## config.mk

```make
export PLATFORM = sky130hd
export DESIGN_NAME = reaction_ctrl
export DESIGN_NICKNAME = d
export VERILOG_FILES = /design/src/rtl/reaction_ctrl.sv
export SDC_FILE = /design/constraint.sdc
export NUM_CORES = 1
export LEC_CHECK = 0
export CORE_ASPECT_RATIO = 1.75
export CORE_MARGIN = 8
export CORE_UTILIZATION = 54
export DETAILED_ROUTE_END_ITERATION = 12
export PLACE_DENSITY = 0.86
export SETUP_SLACK_MARGIN = 0.2
export SYNTH_ARGS = -nofsm -noshare
export SYNTH_HDL_FRONTEND = slang
export SYNTH_SLANG_ARGS = --single-unit
```

## constraint.sdc

```tcl
create_clock -name clk -period 2 [get_ports clk]
set_input_delay 0.4 -clock clk [delete_from_list [all_inputs] [get_ports clk]]
set_output_delay 0.4 -clock clk [all_outputs]
set_load 0.01 [all_outputs]
```

## src/rtl/reaction_ctrl.sv

```systemverilog
// Reaction-time tester: random wait after start, then lights the lamp and
// measures the time to stop in milliseconds, flagging early presses and timeouts.
module reaction_ctrl #(
  parameter int TICKS_PER_MS = 100000,
  parameter int MIN_DELAY_MS = 2000,
  parameter int TIMEOUT_MS   = 1000
) (
  input  logic        clk,
  input  logic        rst,
  input  logic        start,
  input  logic        stop,
  output logic        led,
  output logic [13:0] ms_count,
  output logic        busy,
  output logic        done,
  output logic        early,
  output logic        timeout
);

  localparam int PW = (TICKS_PER_MS > 1) ? $clog2(TICKS_PER_MS) : 1;

  typedef enum logic [1:0] {S_IDLE, S_WAIT, S_REACT, S_DONE} state_t;

  state_t        r_state, w_state;
  logic [15:0]   r_lfsr;
  logic [PW-1:0] r_presc, w_presc;
  logic [12:0]   r_delay, w_delay;
  logic [13:0]   r_ms, w_ms;
  logic          r_led, r_busy, r_done, r_early, r_timeout;
  logic          w_early, w_timeout;
  logic          w_tick, w_fb;

  assign w_tick = (r_presc == PW'(TICKS_PER_MS - 1));
  assign w_fb   = r_lfsr[15] ^ r_lfsr[13] ^ r_lfsr[12] ^ r_lfsr[10];

  always_comb begin
    w_state   = r_state;
    w_delay   = r_delay;
    w_ms      = r_ms;
    w_early   = r_early;
    w_timeout = r_timeout;
    w_presc   = w_tick ? '0 : r_presc + PW'(1);
    case (r_state)
      S_IDLE, S_DONE: begin
        // start has priority over a coincident stop here
        if (start) begin
          w_state   = S_WAIT;
          w_delay   = 13'(MIN_DELAY_MS) + 13'(r_lfsr[11:0]);
          w_ms      = '0;
          w_early   = 1'b0;
          w_timeout = 1'b0;
          w_presc   = '0;
        end
      end
      S_WAIT: begin
        if (stop) begin
          w_state = S_DONE;
          w_early = 1'b1;
          w_ms    = 14'd9999;
        end else if (w_tick) begin
          if (r_delay <= 13'd1) begin
            w_state = S_REACT;
            w_delay = '0;
            w_ms    = '0;
            w_presc = '0;
          end else begin
            w_delay = r_delay - 13'd1;
          end
        end
      end
      S_REACT: begin
        // stop freezes the count even when it lands on a tick
        if (stop) begin
          w_state = S_DONE;
        end else if (w_tick) begin
          if (r_ms == 14'(TIMEOUT_MS - 1)) begin
            w_state   = S_DONE;
            w_timeout = 1'b1;
          end
          w_ms = r_ms + 14'd1;
        end
      end
      default: w_state = S_IDLE;
    endcase
  end

  always_ff @(posedge clk or posedge rst) begin
    if (rst) begin
      r_state   <= S_IDLE;
      r_lfsr    <= 16'hACE1;
      r_presc   <= '0;
      r_delay   <= '0;
      r_ms      <= '0;
      r_led     <= 1'b0;
      r_busy    <= 1'b0;
      r_done    <= 1'b0;
      r_early   <= 1'b0;
      r_timeout <= 1'b0;
    end else begin
      r_state   <= w_state;
      r_lfsr    <= {r_lfsr[14:0], w_fb};
      r_presc   <= w_presc;
      r_delay   <= w_delay;
      r_ms      <= w_ms;
      r_led     <= (w_state == S_REACT);
      r_busy    <= (w_state == S_WAIT) || (w_state == S_REACT);
      r_done    <= (w_state == S_DONE);
      r_early   <= w_early;
      r_timeout <= w_timeout;
    end
  end

  assign led      = r_led;
  assign ms_count = r_ms;
  assign busy     = r_busy;
  assign done     = r_done;
  assign early    = r_early;
  assign timeout  = r_timeout;

endmodule

```

# Yosys cells after proc, flatten, opt, wreduce, memory -nomap -nowiden
# Cells that the tools add are included.
# totals
mem_bits_rw,0
romBits,0
regBits,67
mem_count,0
output_inout_bits,19
latchBits,0
# classes
n_shift,0
reduce_logical,9
n_div,0
magnitude_cmp,1
n_eq_ne,17
multipliers,0
add_sub_neg,4
bitwise_logic,3
n_mux,33
# ops
op,count
two-way mux 17 bit,5
two-way mux 14 bit,6
two-way mux 13 bit,4
case mux 14 bit (3 select lines),1
case mux 17 bit (2 select lines),1
case mux 13 bit (2 select lines),1
"adder 17 x 1 -> 17 bit, second input constant",1
"equality test 17 bit, second input constant",1
"adder 14 x 1 -> 14 bit, second input constant",1
"equality test 14 x 10 -> 1 bit, second input constant",1
two-way mux 2 bit,7
"!= test 2 bit, second input constant",7
"adder 11 x 12 -> 13 bit, first input constant",1
"less-or-equal comparator 13 x 1 -> 1 bit, second input constant",1
"subtractor 13 x 1 -> 13 bit, second input constant",1
AND reduction 5 bit,2
"equality test 2 bit, second input constant",4
"!= test 3 bit, second input constant",2
case mux 2 bit (3 select lines),1
two-way mux 1 bit,5
"equality test 2 x 1 -> 1 bit, second input constant",2
case mux 1 bit (2 select lines),2
AND reduction 4 bit,1
nonzero test 2 bit,2
5 further kinds,7

# Logic depth before layout (Yosys ltp)
# depth
word_depth,7
mapped_depth,10
depth_no_buf,9

# Worst setup path after synthesis
# No wires, ideal clock.
# synth_path
path_type,flip-flop to flip-flop
startpoint,register r_presc[0]
endpoint,register r_delay[3]
t_arrival_ns,1.985
path_stages_with_launch,9
path_slack_ns,-0.106
t_required_ns,1.879
path_buffers,2
synth_period_minus_slack_ns,2.106
path_cell_list,dfrtp_1 ha_1 and4_1 buf_4 nand4_2 a2111oi_4 buf_6 o21ai_2 a22o_1
# synth_between
elab_chain_cells,3
# synth_rtl
element,line,source
start: declaration,26,"logic [PW-1:0] r_presc, w_presc;"
start signal: assignment,102,r_presc <= w_presc;
equality test 17 bit,33,assign w_tick = (r_presc == PW'(TICKS_PER_MS - 1));
!= test 2 bit (no source line),n/a,
AND reduction 4 bit (no source line),n/a,
end signal: assignment,103,r_delay <= w_delay;
end: declaration,27,"logic [12:0] r_delay, w_delay;"
# No other way between the ends.
# A chain may end at the register's enable or synchronous reset.

# Final worst setup path
# layout_path
startpoint,register r_state[1]
endpoint,register r_ms[1] (netlist: ms_count[1])
# layout_between
elab_chain_cells,4
# layout_rtl
element,line,source
start: declaration,24,"state_t r_state, w_state;"
start signal: assignment,100,r_state <= w_state;
equality test 2 bit / zero test 2 bit (equally long branches),43,case (r_state)
OR reduction 2 bit,43,
!= test 2 bit (no source line),n/a,
AND reduction 5 bit (no source line),n/a,
end signal: assignment,104,r_ms <= w_ms;
end: declaration,28,"logic [13:0] r_ms, w_ms;"
# Several ways; a longest one is shown, not always the timed one.

==> metrics.txt <==
critical path fanouts, max=7; diodes inserted=0; crit path launch type=flip-flop; Tcrit/Tclk final=1.19; FF+latch count, synth=67; Routed WL=17.0 mm; synthesized instance count=382; P_int=~5 mW; CP required=roughly 2.2 ns; Worst Setup End Kind=flip-flop; Slew Viols, Final=0; endpoints failing hold=0; Gate power share=0.564; Tot Pwr=8.51 mW; 1st-iter DRT viols=around 550; Layout Utilization=0.827; vias after detailed routing=between 4000 and 5000; Hold Path Class=flip-flop to flip-flop; # H-tree levels=3; NetSw=around 3.6 mW; WHS=0.351 ns; dpl ws=-0.143 ns; RSZ-0062 raised after global routing=true; drt pass-1 iters=9; routed len/inst=28.8 microns; Via density=7.23; Slowest cell on crit path=dfrtp_1; TritonCTS buffer count=9; Worst-path clk slew=0.06 ns; pwr/cell area=1530 nW/um^2; most common cell after layout, fill and taps aside=buf_4; global route hottest layer=met2; gr usage total=0.291; Arrival @ worst endpoint=2.61 ns; Post-Layout Cell Count=591; Net Sw Frac=0.425; dpl cells=about 560; CP peak stage delay=between 0.4 and 0.5 ns; Post-synth top flop=dfrtp_1; IO buf count=22; clock tree sinks=67; failing checks=setup timing; Clock Latency Late Sink=0.35 ns; share of layout cells above drive strength 1=0.428; post-synthesis instance area=about 3700 sq um; Die Y=125 microns; Die Area=9800 sq um; Clk network pwr share=0.209; Max-Cap Viols=0; Lkg Pwr=2.53 nW; hpwl dp=7.75 mm; total gr overflow=0; Post-synth EDFFs=0; pin count of the biggest net entering global routing=28; Max Buffers Root-to-Sink=2; Ports=23; average size of a mapped cell=9.61 sq um; number of synthesis warnings=0; met3 usage=0.0660; row cnt=40; M1 GR Usage=0.308; routability congestion estimate=0.948; Die X=78.3 microns; vias in the first global route=between 4000 and 5000; register area share after synthesis=0.459; Area Overhead vs Synth=51.1%; antenna violations before repair=0; CTS root buf=clkbuf_16; crit path cell chain=inv_1, ha_4, buf_4, a21oi_2, a21oi_4, nor3_4, mux2_4; worst vdd ir=roughly 0.86 mV; DRC Markers=0; GR met2 Demand/Resource=0.483; setup slack after layout=-0.386 ns; ys async rst share=1.00; Initial Util=0.548; TritonCTS clock tree=done; syn nets=394; post-layout net count=514; first-pass GRT wire length=22.1 mm; hold buffer count at cts=0; Netlist cell types=between 60 and 70; Least-Margin Pin Slew=roughly 0.65 ns; worst clock skew=0.00968 ns; max_slew headroom=0.565; Peak Freq=0.419 GHz; Period minus WS final=2.39 ns; Crit Path Class=flip-flop to flip-flop; final setup fails=31; core area=roughly 6700 sq um; Reg power frac=0.227; ANT nets after route=0; status=finished, violations left; commonest cells after routing, fill and taps aside=88 x buf_4, 56 x dfrtp_1, 30 x nor2_1
[through the flow]
step / cell area, sq um / setup TNS, ns
after floorplan: 3780 / -0.00307
after global placement: 4650 / -1.14
after detailed placement: 4650 / -2.50
after CTS: 5270 / -0.276
after global routing: 5550 / -8.12
final: 5550 / -7.00
[sequential cells by signal, summed over array words and instances (netlist names)]
name	cells
early	1
ms_count	14
r_state	2
r_lfsr	16
led	1
timeout	1
busy	1
r_presc	17
r_delay	13
done	1
[path summary, 6_finish.rpt]
check                           start     endpoint  slack (ns)  cells after the start
setup reg to reg           r_state[1]  ms_count[1]       -0.39                      7
max in group asynchronous         rst   r_lfsr[15]        1.06                      3
hold / removal             r_lfsr[14]   r_lfsr[15]        0.35                      0
setup / recovery           r_state[1]  ms_count[1]       -0.39                      7
min in group asynchronous         rst   r_lfsr[12]        0.40                      2
hold reg to reg            r_lfsr[14]   r_lfsr[15]        0.35                      0
[cell usage after synthesis, types with 7 or more instances]
master,instances,area (sq um)
dfstp_2,8,210
nor3_1,10,50.1
dfrtp_1,59,1480
xor2_1,12,105
clkbuf_1,9,33.8
o21ai_0,20,100
nand4_1,8,50.1
nand2_1,20,75.1
nor2_1,45,169
xnor2_1,9,78.8
inv_1,17,63.8
a21oi_1,17,85.1
a22o_1,8,70.1
nand3_1,15,75.1
a31oi_1,15,93.8
ha_1,8,100
o31ai_1,7,52.6
[cell type report]
class,instances,area (sq um)
Multi-Input combinational cell,281,2240
Sequential cell,67,1690
Fill cell,318,1160
Timing Repair Buffer,126,1120
Clock buffer,12,256
Tap cell,84,105
Clock inverter,4,72.6
Inverter,17,67.6
[critical path, delay by kind of cell, from the launching register on]
family	cells	cell delay, ns
and+or+nand+nor	1	0.38
muxes	1	0.34
AOI/OAI and AO/OA	2	0.53
DFF	1	0.46
adders and majority gates	1	0.24
buffers and inverters	2	0.30
[power groups by stage]
stage	logic [mW]	registers (mW)	clock network, mW
6_report	4.80	1.93	1.78
5_1_grt	5.02	1.94	1.82
4_1_cts	3.88	1.85	1.74
3_5_place_dp	3.22	1.85	0
3_3_place_gp	3.09	1.83	0
2_1_floorplan	1.80	1.91	0
[routing by layer]
metal  vias to the layer above  part of all wire
met3                       188              0.12
met2                       440              0.47
met5                         -                 0
li1                       1651                 -
met1                      1993              0.31
met4                         0              0.10
[timing repair]
item                       in CTS  in global routing
hold endpoints to repair        0                  0
resized for setup              49                 61
setup buffers                  10                  6
pin swaps                      18                 24
cloned                          2                  0
setup endpoints to repair      48                 57
[logic make-up after synthesis]
kind of cell             Yosys count  share of synthesized area
AO/OA/AOI/OAI                    103                      0.195
AND/OR/NAND/NOR                  147                      0.218
flip-flops                        67                      0.459
adder cells (fa/ha/maj)            8                     0.0273
buffers and inverters             34                     0.0446
XOR/XNOR                          21                     0.0501
multiplexers                       2                    0.00579
No activity file was read; power rests on OpenSTA's default activity.
